### src/rtl/uart_tx_serializer.sv
// uart_tx_serializer: drains the transmit FIFO and shifts each word onto the
// UART TX line LSB-first as start / data / (parity) / stop.
// Optional feature macro: UART_TX_PARITY_EN adds an even-parity bit after the data bits.
//
// state   | meaning
// --------+-----------------------------------------------------------
// IDLE    | line high, waiting for Tx_En=1 and a non-empty FIFO
// FETCH   | single-cycle FIFO pop (Read=1)
// LOAD    | capture registered FIFO word, clear counters
// START   | start bit (Tx=0) for BAUD_DIV cycles
// DATA    | DATA_WIDTH data bits, LSB first
// PARITY  | even parity of the captured word (only with UART_TX_PARITY_EN)
// STOP    | stop bit (Tx=1); Tx_Done pulses as IDLE is re-entered
module uart_tx_serializer #(
    parameter int DATA_WIDTH = 8,
    parameter int BAUD_DIV   = 868
) (
    input  logic                  Clk,
    input  logic                  Reset,
    input  logic                  Tx_En,
    input  logic [3:0]            Fifo_Status,
    input  logic [DATA_WIDTH-1:0] Fifo_Data,
    output logic                  Read,
    output logic                  Tx,
    output logic                  Busy,
    output logic                  Tx_Done
);

    localparam int               BIT_W     = (DATA_WIDTH > 1) ? $clog2(DATA_WIDTH) : 1;
    localparam logic [15:0]      BAUD_LAST = 16'(BAUD_DIV - 1);
    localparam logic [BIT_W-1:0] BIT_LAST  = BIT_W'(DATA_WIDTH - 1);

    typedef enum logic [2:0] {
        S_IDLE,
        S_FETCH,
        S_LOAD,
        S_START,
        S_DATA,
`ifdef UART_TX_PARITY_EN
        S_PARITY,
`endif
        S_STOP
    } state_t;

    state_t                state;
    state_t                next_state;
    logic [15:0]           baud_cnt;
    logic [BIT_W-1:0]      bit_cnt;
    logic [DATA_WIDTH-1:0] shift_reg;
    logic [DATA_WIDTH-1:0] shift_adv;
    logic                  baud_wrap;
    logic                  bit_last;
    logic                  fifo_empty;
    logic                  read_d;
    logic                  tx_d;
    logic                  busy_d;
    logic                  done_d;
    logic                  unused_status;
`ifdef UART_TX_PARITY_EN
    logic                  parity_acc;
    logic                  parity_out;
`endif

    // Only the Empty flag drives decisions; the other status bits are ignored.
    assign fifo_empty    = Fifo_Status[0];
    assign unused_status = ^Fifo_Status[3:1];

    assign baud_wrap = (baud_cnt == BAUD_LAST);
    assign bit_last  = (bit_cnt == BIT_LAST);

    // Shift register contents as they will be after this edge; drives the next data bit.
    assign shift_adv = (state == S_DATA && baud_wrap) ? (shift_reg >> 1) : shift_reg;

`ifdef UART_TX_PARITY_EN
    // The last data bit is folded in on the same edge that enters PARITY.
    assign parity_out = (state == S_DATA) ? (parity_acc ^ shift_reg[0]) : parity_acc;
`endif

    // State register.
    always_ff @(posedge Clk) begin
        if (!Reset) begin
            state <= S_IDLE;
        end else begin
            state <= next_state;
        end
    end

    // Next-state decode.
    always_comb begin
        next_state = state;
        case (state)
            S_IDLE:   if (Tx_En && !fifo_empty) next_state = S_FETCH;
            S_FETCH:  next_state = S_LOAD;
            S_LOAD:   next_state = S_START;
            S_START:  if (baud_wrap) next_state = S_DATA;
`ifdef UART_TX_PARITY_EN
            S_DATA:   if (baud_wrap && bit_last) next_state = S_PARITY;
            S_PARITY: if (baud_wrap) next_state = S_STOP;
`else
            S_DATA:   if (baud_wrap && bit_last) next_state = S_STOP;
`endif
            S_STOP:   if (baud_wrap) next_state = S_IDLE;
            default:  next_state = S_IDLE;
        endcase
    end

    // Output decode from the upcoming state so registered outputs line up with it.
    always_comb begin
        read_d = (next_state == S_FETCH);
        busy_d = (next_state != S_IDLE);
        done_d = (state == S_STOP) && baud_wrap;
        tx_d   = 1'b1;
        case (next_state)
            S_START:  tx_d = 1'b0;
            S_DATA:   tx_d = shift_adv[0];
`ifdef UART_TX_PARITY_EN
            S_PARITY: tx_d = parity_out;
`endif
            default:  tx_d = 1'b1;
        endcase
    end

    // Output registers.
    always_ff @(posedge Clk) begin
        if (!Reset) begin
            Read    <= 1'b0;
            Tx      <= 1'b1;
            Busy    <= 1'b0;
            Tx_Done <= 1'b0;
        end else begin
            Read    <= read_d;
            Tx      <= tx_d;
            Busy    <= busy_d;
            Tx_Done <= done_d;
        end
    end

    // Baud counter, bit counter, shift register and parity accumulator.
    always_ff @(posedge Clk) begin
        if (!Reset) begin
            baud_cnt  <= '0;
            bit_cnt   <= '0;
            shift_reg <= '0;
`ifdef UART_TX_PARITY_EN
            parity_acc <= 1'b0;
`endif
        end else begin
            case (state)
                S_LOAD: begin
                    shift_reg <= Fifo_Data;
                    baud_cnt  <= '0;
                    bit_cnt   <= '0;
`ifdef UART_TX_PARITY_EN
                    parity_acc <= 1'b0;
`endif
                end
                S_DATA: begin
                    baud_cnt <= baud_wrap ? 16'd0 : baud_cnt + 16'd1;
                    if (baud_wrap) begin
                        shift_reg <= shift_reg >> 1;
                        bit_cnt   <= bit_last ? '0 : bit_cnt + BIT_W'(1);
`ifdef UART_TX_PARITY_EN
                        parity_acc <= parity_acc ^ shift_reg[0];
`endif
                    end
                end
                S_START, S_STOP: begin
                    baud_cnt <= baud_wrap ? 16'd0 : baud_cnt + 16'd1;
                end
`ifdef UART_TX_PARITY_EN
                S_PARITY: begin
                    baud_cnt <= baud_wrap ? 16'd0 : baud_cnt + 16'd1;
                end
`endif
                default: begin
                    baud_cnt <= '0;
                end
            endcase
        end
    end

endmodule

### config.mk
export PLATFORM = sky130hd
export DESIGN_NAME = uart_tx_serializer
export DESIGN_NICKNAME = d
export VERILOG_FILES = /design/src/rtl/uart_tx_serializer.sv
export SDC_FILE = /design/constraint.sdc
export NUM_CORES = 1
export LEC_CHECK = 0
export CAP_MARGIN = 20
export CORE_ASPECT_RATIO = 0.5
export CORE_MARGIN = 2
export CORE_UTILIZATION = 40
export CTS_CLUSTER_DIAMETER = 200
export DETAILED_ROUTE_END_ITERATION = 7
export GPL_TIMING_DRIVEN = 0
export PLACE_DENSITY = 0.65
export RECOVER_POWER = 25
export SYNTH_ARGS = -nofsm -noshare
export SYNTH_HDL_FRONTEND = slang
export SYNTH_SLANG_ARGS = --single-unit
### constraint.sdc
create_clock -name Clk -period 2.3 [get_ports Clk]
set_input_delay 0.23 -clock Clk [delete_from_list [all_inputs] [get_ports Clk]]
set_output_delay 0.23 -clock Clk [all_outputs]
set_load 0.02 [all_outputs]
# Word-level counts from Yosys, hierarchy flattened
# Index checks and enable logic that the tools add are counted.
# op_classes
n_addsub,2
eq_ne,11
muxes,12
bitwise_logic,2
n_reduce_logical,11
# op_table
operator,count
two-way mux 3 bit,6
case mux 3 bit (6 select lines),1
adder 16 x 1 -> 16 bit (second input constant),1
== test 16 x 10 -> 1 bit (second input constant),1
case mux 8 bit (2 select lines),1
== test 3 bit (second input constant),4
== test 3 x 2 -> 1 bit (second input constant),3
two-way mux 8 bit,1
== test 3 x 1 -> 1 bit (second input constant),2
case mux 3 bit (2 select lines),1
OR reduction 3 bit,2
logical AND 1 bit,4
adder 3 x 1 -> 3 bit (second input constant),1
zero test 3 bit,1
nonzero test 3 bit,1
inequality test 2 bit (second input constant),1
inverter 1 bit,2
case mux 1 bit (2 select lines),1
AND reduction 2 bit,1
nonzero test 2 bit,1
zero test 1 bit,1
two-way mux 1 bit,1
# totals
register_bits,34
inputBits,15
out_inout_bits,4
word_cells,46

# Logic depth before layout (Yosys ltp)
# logic_depth
ltp_word,6
mapped_depth,8

# Worst setup path before layout
# No wires, ideal clock.
# synth_path
kind,register to register
start,reg baud_cnt[0]
end,reg shift_reg[0]
setup_time_ps,119
t_arrival_ps,1620
required_time_ps,2181
slack_ps,561
path_stages_with_launch,8
n_path_buf,1
path_cell_list,dfxtp_1 > ha_1 > nand4_1 > and4b_1 > buf_6 > a21oi_2 > nor2_2 > o221a_2
# synth_via
elab_chain_len,3
# synth_lines
item,line,text
"start, declared",47,logic [15:0] baud_cnt;
"start signal, assigned",158,baud_cnt <= baud_wrap ? 16'd0 : baud_cnt + 16'd1;
"start signal, assigned",168,baud_cnt <= baud_wrap ? 16'd0 : baud_cnt + 16'd1;
== test 16 x 10 -> 1 bit,68,assign baud_wrap = (baud_cnt == BAUD_LAST);
inequality test 2 bit (no line),n/a,
AND reduction 2 bit (no line),n/a,
"end signal, assigned",150,shift_reg <= Fifo_Data;
"end signal, assigned",160,shift_reg <= shift_reg >> 1;
"end, declared",49,logic [DATA_WIDTH-1:0] shift_reg;
# No other way between the ends.
# A chain may end at the register's enable or synchronous reset.

# Worst setup path after layout
# layout_path
start,reg baud_cnt[0]
end,reg shift_reg[6]
# Same word-level chain as after synthesis.

==> results.md <==
* Final setup fails at 0
* Fraction of registers with async set/reset at 0
* EDFF count, synth at 0
* RSZ-0062 raised after global routing: false
* Lkg Pwr at 0.707 nW
* Max clock buf depth at 2
* Post-synth top cells: dfxtp_1, nor2_1, nand2_1, nor2b_1
* Initial Utilization at 0.411
* F_max at 500 MHz
* Placement Setup Slack at 0.301 ns
* Worst Skew at 0.00486 ns
* CTS tree: done
* Die X at a little over 90 um
* PwrDens at roughly 670 nW/um^2
* Sequential element share of the synthesized area at 0.431
* CTS hold repair buffers at 0
* Drt via density at 5.04
* Total die area at roughly 4500 sq um
* CP startpoint kind: flip-flop
* Worst vdd ir at 0.000253 V
* Largest net degree at the start of global routing at 11
* Gp weighted congestion at ~0.8
* Clk slew on worst S/H paths at 0.07 ns
* Slew @ Worst Pin at 0.492 ns
* Clock sinks at 34
* Post-Synthesis Net Count at approximately 190
* TNS Setup at 0 ns
* Vias at 1265
* Drc violations at 0
* Final #Nets at 214
* Cell area after synthesis at 1580 sq um
* Cell variety after synth at 36
* H-tree levels at 2
* Clock Latency Late Sink at ~0.29 ns
* Syn Inst Count at 175
* MaxCap Viol Count at 0
* Router iterations before antenna repair at 4
* CP max FO at 10
* Reg-to-reg slack, setup at 0.30 ns
* Hold Vio Cnt, Final at 0
* Flops & latches, synth at 34
* Initial antenna violation count at 0
* Number of global-route vias before repair at 1128
* Crit end category: flip-flop
* Worst path arrival time at 2.18 ns
* GRT Residual Overflow at 0
* Leading post-synthesis cells by cell area: dfxtp_1, nor2_1, o221a_2
* First-pass GRT wire length at 4.89 mm
* Port bufs at 14
* Post-Route WL at 2.91 mm
* Post-CTS Setup Inserts at 0
* Starting DRC count in detailed routing at 50
* Total of warnings raised by yosys at 0
* Antenna cells at 0
* Routed len/inst at 11.6 um
* P&R area growth vs syn at 19.7%
* Synth area leader: dfxtp_1
* I/O Pins at 19
* CTS resizes at 0
* Fin. max-slew vios at 0
* Hold_ws at slightly above 0.3 ns
* Die height at 48.4 um
* Share of layout cells above drive strength 1 at 0.122
* Final critical-path share of the clock period at 0.869
* Tmin final at roughly 2.0 ns
* CTS Root Cell: clkbuf_8
* Critical path type: reg -> reg
* GRT Overall Usage at 0.139
* Final ANT Viol Nets at 0
* Avg Cell Area, Syn at around 9 sq um
* TritonCTS buffer count at 5
* Hold Crit Class: in -> reg
* Post-route setup slack at 0.302 ns
* Status: finished, final reports clean
* Required time of the critical path at 2.48 ns
* Ys flop type: dfxtp_1
* Max FFs per register at 16
* Rows at 16
* Synth top area share at 0.431
* Core Region at 3840 sq um
* Top-count cell post-synth: dfxtp_1
* Final core occ at 0.492
* Detailed placer's ending HPWL at ~2.1 mm
* Post-route total power at 1.27 mW
* Slew headroom at 0.669
layer usage:
| metal | vias to the layer above | global-route usage | part of all wire |
|---|---|---|---|
| met4 | 0 | 0.0735 | 0.021 |
| met1 | 586 | 0.173 | 0.49 |
| met3 | 8 | 0.0421 | 0.029 |
| li1 | 659 | - | - |
| met2 | 12 | 0.220 | 0.45 |
| met5 | - | 0 | 0 |
power breakdown:
group | internal, mW | switching (mW)
clock | 0.324 | 0.216
combinational | 0.0590 | 0.0550
sequential | 0.609 | 0.00897
layout make-up:
type / count / area (sq um)
flip-flops and latches: 34 / 681
plain buffers: 9 / 52.6
well taps: 54 / 67.6
clock buffers: 7 / 76.3
clock inverters: 1 / 30.0
repair buffers: 14 / 140
fillers: 375 / 1950
inverters: 4 / 15.0
multi-input cells: 128 / 830
cells in the final DEF (no fill, tap or decap), types with 2 or more instances in the layout:
cell type,netlist,layout
a211o_1,8,8
a21oi_1,5,5
and3_1,3,3
buf_2,4,3
buf_6,2,2
clkbuf_1,3,6
clkbuf_8,0,5
clkdlybuf4s50_1,0,10
dfxtp_1,34,34
dlygate4sd3_1,0,4
ha_1,3,3
inv_1,4,4
nand2_1,13,13
nand3_1,5,5
nand3b_1,2,2
nand4_1,5,5
nor2_1,23,23
nor2b_1,10,10
nor3_1,4,4
nor4_1,2,2
o21ai_0,8,8
o221a_2,7,7
xnor2_1,6,6
xor2_1,8,8
metrics by stage:
stage / area [sq um] / cells
3_5_place_dp: 1790 / 243
5_1_grt: 1890 / 251
4_1_cts: 1890 / 251
6_report: 1890 / 251
3_3_place_gp: 1790 / 243
2_1_floorplan: 1580 / 175
cell families after synthesis:
family | share of synthesized area
XOR/XNOR | 0.0776
adder cells (fa/ha/maj) | 0.0238
flip-flops | 0.431
buffers and inverters | 0.0435
AND/OR/NAND/NOR | 0.263
multiplexers | 0.00633
AO/OA/AOI/OAI | 0.155
worst paths after layout:
kind         cells after the start                    start                   endpoint
min reg2reg                      2  bit_cnt[2]$_SDFFE_PN0P_    bit_cnt[2]$_SDFFE_PN0P_
min                              3                    Reset    bit_cnt[2]$_SDFFE_PN0P_
max                              7   baud_cnt[0]$_SDFF_PP0_  shift_reg[6]$_SDFFE_PN0P_
max reg2reg                      7   baud_cnt[0]$_SDFF_PP0_  shift_reg[6]$_SDFFE_PN0P_
critical path, cell delays in order, from the launching register on:
cell     delay (ns)
dfxtp_1        0.34
ha_1           0.26
nand4_1        0.10
and4b_1        0.21
buf_6          0.14
a21oi_2        0.36
nor2_2         0.18
o221a_2        0.30
Note: power is estimated with default switching activity, not from simulation.
